--- src/rtl/round_sequencer.sv ---
// round_sequencer: poker hand sequencer with card req/ack dealing and chip/pot settlement; `define DUP_REJECT_EN drops repeated cards
module round_sequencer #(
  parameter logic [7:0] START_CHIPS = 8'd100,
  parameter logic [7:0] BET_UNIT    = 8'd5
) (
  input  logic       clk,
  input  logic       rst_n,
  input  logic       i_advance,
  input  logic       i_bet,
  input  logic       i_cashout_sw,
  input  logic       i_win_in,
  input  logic       i_card_ack,
  input  logic [3:0] i_card_in,
  output logic       o_card_req,
  output logic       o_card_we,
  output logic [2:0] o_card_idx,
  output logic [3:0] o_card_data,
  output logic [2:0] o_round,
  output logic       o_cashed_out,
  output logic       o_busy,
  output logic [7:0] o_chips,
  output logic [7:0] o_pot,
  output logic       o_broke
);
  typedef enum logic [2:0] {PREFLOP = 3'd0, FLOP, TURN, RIVER, TALLY, CASHOUT} state_t;
  state_t     r_state, w_state;
  logic [7:0] r_chips, w_chips, r_pot, w_pot, w_chips_b, w_pot_b, w_settle;
  logic [9:0] w_sum;
  logic [2:0] r_slot, w_slot, r_idx, w_idx;
  logic [1:0] r_left, w_left, w_cnt;
  logic [3:0] r_data, w_data;
  logic       r_req, w_req, r_we, w_we, r_broke, w_broke;
  logic       w_acc, w_dup, w_wr, w_busy, w_play, w_bet_ok, w_adv, w_new;
`ifdef DUP_REJECT_EN
  logic [15:0] r_seen, w_seen;
  assign w_dup = r_seen[i_card_in];
`else
  assign w_dup = 1'b0;
`endif
  assign w_acc    = i_card_ack & r_req;
  assign w_wr     = w_acc & ~w_dup;
  assign w_busy   = r_left != 2'd0;
  assign w_play   = (r_state != TALLY) && (r_state != CASHOUT);
  assign w_bet_ok = i_bet & w_play & ~w_busy & (r_chips >= BET_UNIT);
  assign w_chips_b = w_bet_ok ? r_chips - BET_UNIT : r_chips;
  assign w_pot_b   = w_bet_ok ? r_pot + BET_UNIT : r_pot;
  // bet lands first, so a same-cycle bet on RIVER->TALLY is part of the settled pot
  assign w_sum    = {2'b0, w_chips_b} + {1'b0, w_pot_b, 1'b0};
  assign w_settle = i_win_in ? (|w_sum[9:8] ? 8'hFF : w_sum[7:0]) : w_chips_b;
  assign w_adv    = i_advance & ~w_busy & (r_state != CASHOUT);
  assign w_new    = ((r_state == TALLY) & w_adv & ~i_cashout_sw) | ((r_state == CASHOUT) & ~i_cashout_sw);
  assign w_cnt    = (r_state == PREFLOP) ? 2'd3 : (r_state == RIVER) ? 2'd0 : 2'd1;
  always_comb begin
    w_state = r_state;
    w_chips = w_chips_b;
    w_pot   = w_pot_b;
    w_broke = r_broke;
    w_slot  = w_wr ? r_slot + 3'd1 : r_slot;
    w_left  = w_wr ? r_left - 2'd1 : r_left;
    w_req   = w_busy & ~w_acc;
    w_we    = w_wr;
    w_idx   = w_wr ? r_slot : r_idx;
    w_data  = w_wr ? i_card_in : r_data;
`ifdef DUP_REJECT_EN
    w_seen  = w_wr ? r_seen | (16'd1 << i_card_in) : r_seen;
`endif
    if (w_adv && w_play) begin
      w_state = state_t'(r_state + 3'd1);
      w_left  = w_cnt;
      if (r_state == RIVER) begin
        w_chips = w_settle;
        w_pot   = 8'd0;
        w_broke = w_settle == 8'd0;
      end
    end
    if (w_adv && (r_state == TALLY) && i_cashout_sw)
      w_state = CASHOUT;
    if (w_new) begin
      w_state = PREFLOP;
      w_slot  = 3'd0;
      w_left  = 2'd2;
      w_pot   = 8'd0;
      w_broke = 1'b0;
`ifdef DUP_REJECT_EN
      w_seen  = 16'd0;
`endif
    end
  end
  always_ff @(posedge clk or negedge rst_n) begin
    if (!rst_n) begin
      r_state <= PREFLOP;
      r_chips <= START_CHIPS;
      r_pot   <= 8'd0;
      r_broke <= 1'b0;
      r_slot  <= 3'd0;
      r_left  <= 2'd2;
      r_req   <= 1'b0;
      r_we    <= 1'b0;
      r_idx   <= 3'd0;
      r_data  <= 4'd0;
`ifdef DUP_REJECT_EN
      r_seen  <= 16'd0;
`endif
    end else begin
      r_state <= w_state;
      r_chips <= w_chips;
      r_pot   <= w_pot;
      r_broke <= w_broke;
      r_slot  <= w_slot;
      r_left  <= w_left;
      r_req   <= w_req;
      r_we    <= w_we;
      r_idx   <= w_idx;
      r_data  <= w_data;
`ifdef DUP_REJECT_EN
      r_seen  <= w_seen;
`endif
    end
  end
  assign o_card_req   = r_req;
  assign o_card_we    = r_we;
  assign o_card_idx   = r_idx;
  assign o_card_data  = r_data;
  assign o_round      = (r_state == CASHOUT) ? 3'd4 : r_state;
  assign o_cashed_out = r_state == CASHOUT;
  assign o_busy       = w_busy;
  assign o_chips      = r_chips;
  assign o_pot        = r_pot;
  assign o_broke      = r_broke;
endmodule
--- config.mk ---
export PLATFORM = sky130hd
export DESIGN_NAME = round_sequencer
export DESIGN_NICKNAME = d
export VERILOG_FILES = /design/src/rtl/round_sequencer.sv
export SDC_FILE = /design/constraint.sdc
export NUM_CORES = 1
export LEC_CHECK = 0
export ABC_CLOCK_PERIOD_IN_PS = 4000
export CELL_PAD_IN_SITES_DETAIL_PLACEMENT = 1
export CELL_PAD_IN_SITES_GLOBAL_PLACEMENT = 1
export CORE_AREA = 8 8 96 77
export CTS_CLUSTER_SIZE = 16
export DETAILED_ROUTE_END_ITERATION = 6
export DIE_AREA = 0 0 104 85
export PLACE_DENSITY = 0.85
export SYNTH_ARGS = -nofsm -noshare
export SYNTH_HDL_FRONTEND = slang
export SYNTH_SLANG_ARGS = --single-unit
export TNS_END_PERCENT = 1
--- constraint.sdc ---
create_clock -name clk -period 4 [get_ports clk]
set_input_delay 0.8 -clock clk [delete_from_list [all_inputs] [get_ports clk]]
set_output_delay 0.8 -clock clk [all_outputs]
set_load 0.05 [all_outputs]
# --- Word level (Yosys, flattened, before mapping) ---
# Index checks and enable logic that the tools add are counted.
word_totals:
  wordCells: 73
  out_inout_bits: 31
  in_bits: 11
  ff_bits: 34
op_classes:
  bitwise_logic: 14
  reduce_logical: 14
  n_lt_le_gt_ge: 1
  n_eq_ne: 5
  add_sub_neg: 6
  muxes: 23
op_table:
  columns: ["op", "count"]
  rows:
  - ["8-bit two-way mux", 9]
  - ["3-bit two-way mux", 6]
  - ["8-bit by 9-bit adder with 10-bit output", 1]
  - ["1-bit AND", 10]
  - ["8-bit by 3-bit adder with 8-bit output, second input constant", 1]
  - ["8-bit by 3-bit greater-or-equal comparator with 1-bit output, second input constant", 1]
  - ["8-bit zero test", 1]
  - ["2-bit two-way mux", 4]
  - ["2-bit nonzero test", 4]
  - ["8-bit by 3-bit subtractor with 8-bit output, second input constant", 1]
  - ["3-bit by 1-bit adder with 3-bit output, second input constant", 2]
  - ["3-bit equality test, second input constant", 2]
  - ["3-bit != test, second input constant", 2]
  - ["3-bit nonzero test", 2]
  - ["1-bit logical AND", 4]
  - ["1-bit two-way mux", 4]
  - ["3-bit by 2-bit equality test with 1-bit output, second input constant", 1]
  - ["3-bit zero test", 1]
  - ["1-bit NOT", 3]
  - ["2-bit AND reduction", 1]
  - ["2-bit OR reduction", 1]
  - ["2-bit by 1-bit subtractor with 2-bit output, second input constant", 1]
  - ["1-bit bitwise OR", 1]

# --- Longest topological paths before layout ---
depth:
  depth_word: 14
  depth_mapped: 18
  depth_no_buf: 16

# --- Worst setup path after synthesis ---
# Ideal clock, no wire load.
synth_path:
  path_type: "register to register"
  startpoint: "register r_chips[4], in the netlist o_chips[4]"
  endpoint: "register r_broke, in the netlist o_broke"
  period_less_slack_ps: 3983
  setup_ps: 68
  path_stages_with_launch: 16
  path_buffers: 1
  slack_ps: 17
  t_arrival_ps: 3914
  t_required_ps: 3932
  path_cell_list: "dfrtp_1 -> or4_4 -> a211oi_4 -> or2_2 -> clkbuf_1 -> nor2_1 -> and3_1 -> xor2_1 -> ha_1 -> or2_2 -> nor3b_1 -> nand3_1 -> a211o_1 -> a211o_1 -> a211oi_2 -> a32o_1"
synth_via:
  elab_chain_cells: 11
  elab_cells_between_ends: 13
  cone_classes: "2 x add/sub; 1 x order compare; 7 x mux; 1 x bitwise; 2 x reduce/logical"
synth_rtl:
  columns: ["element", "line_no", "source"]
  rows:
  - ["from (decl)", "27", "logic [7:0] r_chips, w_chips, r_pot, w_pot, w_chips_b, w_pot_b, w_settle;"]
  - ["from (signal assigned)", "106", "r_chips <= w_chips;"]
  - ["8-bit by 3-bit greater-or-equal comparator with 1-bit output", "44", "assign w_bet_ok = i_bet & w_play & ~w_busy & (r_chips >= BET_UNIT);"]
  - ["1-bit AND", "44", null]
  - ["8-bit two-way mux (on tied branches)", "45, 46", null]
  - ["8-bit by 9-bit adder with 10-bit output", "48", "assign w_sum = {2'b0, w_chips_b} + {1'b0, w_pot_b, 1'b0};"]
  - ["2-bit OR reduction", "49", "assign w_settle = i_win_in ? (|w_sum[9:8] ? 8'hFF : w_sum[7:0]) : w_chips_b;"]
  - ["8-bit two-way mux", "49", null]
  - ["8-bit two-way mux (*)", "49", null]
  - ["8-bit zero test (*)", "73", "w_broke = w_settle == 8'd0;"]
  - ["1-bit two-way mux (*)", "70", "if (r_state == RIVER) begin"]
  - ["1-bit two-way mux (*)", "67", "if (w_adv && w_play) begin"]
  - ["1-bit two-way mux (*)", "78", "if (w_new) begin"]
  - ["to (signal assigned)", "108", "r_broke <= w_broke;"]
  - ["to (decl)", "32", "logic r_req, w_req, r_we, w_we, r_broke, w_broke;"]
# Mark *: on every way between the ends. The rest lies on a longest branch, timed or not. The select of a mux whose other input is x is not followed.
# A chain may end at the register's enable or synchronous reset.

# --- Final worst setup path ---
# Ends and elaborated chain as after synthesis.

==> impl_metrics.tcl <==
set metrics [dict create \
    fillers 704 \
    hold_class "flop to flop" \
    yosys.area_share.simple_pct 20.31 \
    die_x_um 104 \
    drc 0 \
    clkSlewWorstSetupHoldPaths_ps 80 \
    worst_slew_pin_slew_ps 515.3 \
    yosys.area.top_type "dfrtp_1" \
    synth-adder-area-share_pct 10.01 \
    yosys_warnings 0 \
    hold_violations 0 \
    clock_sinks 34 \
    clock_latency_ps 300 \
    overflow 0 \
    worst-path-max-fanout 7 \
    htreeDepth 2 \
    fmax_mhz 256.2 \
    drtIter0Drc 75 \
    crit-reg2reg-launch "o_chips[4]" \
    ys_seq_area_share_pct 38.91 \
    r2r_end "o_broke" \
    vias_per_cell 5.217 \
    crit_start "o_chips[4]" \
    wl_um 6484 \
    synth.distinct_cells 49 \
    num_vias 1946 \
    area_growth_pct 31.97 \
    die_h_um 85 \
    report.final.slew_viol_count 0 \
    io_pins 42 \
    r2r_slack_ps 100 \
    nets 319 \
    synth-xor-area-share_pct 7.964 \
    critPathLaunchType "flop" \
    core_area_um2 5943 \
    muxShareOfSynthArea_pct 4.551 \
    cts_buffers 5 \
    hp-start "o_card_data[0]" \
    first_pass_iters 4 \
    skew_ps 6.538 \
    outcome "completed" \
    ys_seq_elements 34 \
    worstPathArrival_ps 4140 \
    multi_input_area_um2 1286 \
    synth-compound-area-share_pct 14.79 \
    synth_ff_type "dfrtp_1" \
    gp_congestion 0.8995 \
    synth_top_family_by_area "simple AND/OR/NAND/NOR gates" \
    fp-row-count 25 \
    finalCritPeriodShare_pct 97.58 \
    r2r_cells 14 \
    grt_max_degree 35 \
    cp.required_ps 4240 \
    rsz0062_at_grt "yes" \
    endpoint_kind "flop" \
    wl_per_cell_um 17.38 \
    n_antenna_cell 0 \
    drive_gt1_share_pct 15.41 \
    initial_core_util_pct 37.01 \
    cts_tree "built" \
    grt_usage_pct 15.30 \
    synth_cells 235 \
    cts_hold_buf 0 \
    synth_top_area_share_pct 34.13 \
    critPathKind "flop to flop" \
    synth_area_leaders "dfrtp_1, ha_1, xnor2_1, dfstp_2, nor2_1" \
    seq_area_um2 855.8 \
    first_global_vias 2062 \
    die_area_um2 8840 \
    hold_depth 1 \
    maxCapViolations 0 \
    detailedPlacementHpwl_um 4977 \
    ant_nets 0 \
    syn_nets 263 \
    timing.slew.headroom_pct 65.54 \
    cts-root-buf "clkbuf_8" \
    min_period_ps 3903 \
    setup_viol 0 \
    syn-cell-area_um2 2200 \
    grt_pass1_wl_um 10830 \
    synth-edff-count 0 \
    syn_area_per_cell_um2 9.360 \
    synth-async-reset-ratio_pct 100.0 \
    setup_tns_ps 0 \
    antenna_found_initial 0 \
    cts_buffer_depth 2 \
    numPortBuffers 41 \
    hold-path-endpoint "o_card_data[0]" \
]
==> Yosys cell counts, types with 2 or more instances <==
cell / number
a211oi_1: 2
o22ai_1: 4
a31oi_1: 2
ha_1: 16
nor3_1: 7
nand2b_1: 4
and2_1: 9
xnor2_1: 13
xor2_1: 7
inv_1: 14
mux2_2: 8
dfrtp_1: 30
o21ai_0: 8
nor3b_1: 2
dfstp_2: 4
a211o_1: 3
o22a_1: 2
nand3_1: 6
nand2_1: 22
clkbuf_1: 4
or2_2: 3
nor2_1: 27
and3_1: 2
a21boi_0: 2
a21oi_1: 10
==> through the flow <==
step | utilization (%) | area, µm² | worst slack [ps] | instances | hold WS [ps]
floorplan | - | 2200 | 17.44 | 235 | 500.8
global placement | 46.80 | 2781 | -30.17 | 364 | 489.8
detailed placement | 46.80 | 2781 | -73.20 | 364 | 496.6
CTS | 48.40 | 2877 | 6.484 | 372 | 512.8
global route | 48.84 | 2903 | -58.04 | 373 | 528.8
finish | 48.84 | 2903 | 96.87 | 373 | 511.2
==> what timing repair did <==
action | CTS | global route
buffers inserted | 0 | 1
pin swaps | 0 | 1
resized for setup | 1 | 5
endpoints found under the setup margin | 1 | 7
==> critical path, cell delays in order, from the launching register on <==
cell      delay [ps]
dfrtp_1          440
or4_4            560
a211oi_4         330
or2_4            260
nor2_1            80
and3_1           200
xor2_1           150
ha_1             230
or2_2            310
nor3b_1          200
nand3_1          110
a211o_1          260
a211o_1          330
a211oi_2         180
a32o_1           180
==> cell usage in the layout, fill, tap and decap left out, drive strengths merged, types with 2 or more instances in the layout <==
cell type      instances
a21boi                 2
or4                    2
a21oi                 10
ha                    16
clkdlybuf4s50         41
buf                   13
o22ai                  4
a211oi                 4
and2                   9
xor2                   7
and3                   2
nor3                   7
nor3b                  2
a211o                  3
nand3                  6
or2                    3
nand2                 22
o21ai                  8
a31oi                  2
mux2                   8
inv                   15
nor2                  27
clkbuf                 6
dfrtp                 30
xnor2                 13
dfstp                  4
o22a                   2
nand2b                 4
==> area by class of cell <==
cell class,count,share of cell area [%]
Multi-Input combinational cell,181,44.31
Sequential cell,34,29.48
Timing Repair Buffer,54,17.50
Tap cell,81,3.491
Clock buffer,6,2.845
Inverter,15,1.940
Clock inverter,2,0.4310
==> worst max-delay path by stage <==
stage          slack [ps]  cells past startpoint      end
5_1_grt               -60                     16  o_broke
3_5_place_dp          -70                     14  o_broke
4_1_cts                 6                     14  o_broke
6_report              100                     14  o_broke
2_1_floorplan          20                     15  o_broke
3_3_place_gp          -30                     14  o_broke
==> metal layers <==
| layer | global-route usage, % | share of wire (%) | vias up |
|---|---|---|---|
| met2 | 22.79 | 44 | 57 |
| li1 | - | - | 933 |
| met5 | 0 | 0 | - |
| met4 | 5.898 | 1.2 | 0 |
| met3 | 4.391 | 6.7 | 4 |
| met1 | 20.39 | 48 | 952 |
==> cell families (layout without fill, tap and decap cells) <==
| group | after synthesis | in the layout |
|---|---|---|
| XOR/XNOR | 20 | 20 |
| AND/OR/NAND/NOR | 90 | 90 |
| AO/OA/AOI/OAI | 45 | 45 |
| multiplexers | 9 | 9 |
| buffers and inverters | 20 | 77 |
| adder cells (fa/ha/maj) | 17 | 17 |
| flip-flops | 34 | 34 |
==> sequential cells by signal, indices dropped and copies added (netlist names) <==
name / cells
o_card_we: 1
o_card_req: 1
o_card_data: 4
o_chips: 8
o_card_idx: 3
r_left: 2
r_slot: 3
o_broke: 1
o_pot: 8
r_state: 3
Power is left out: the tool's default activity adds up to more than one toggle a clock period on the data nets, which glitch-free logic cannot reach.
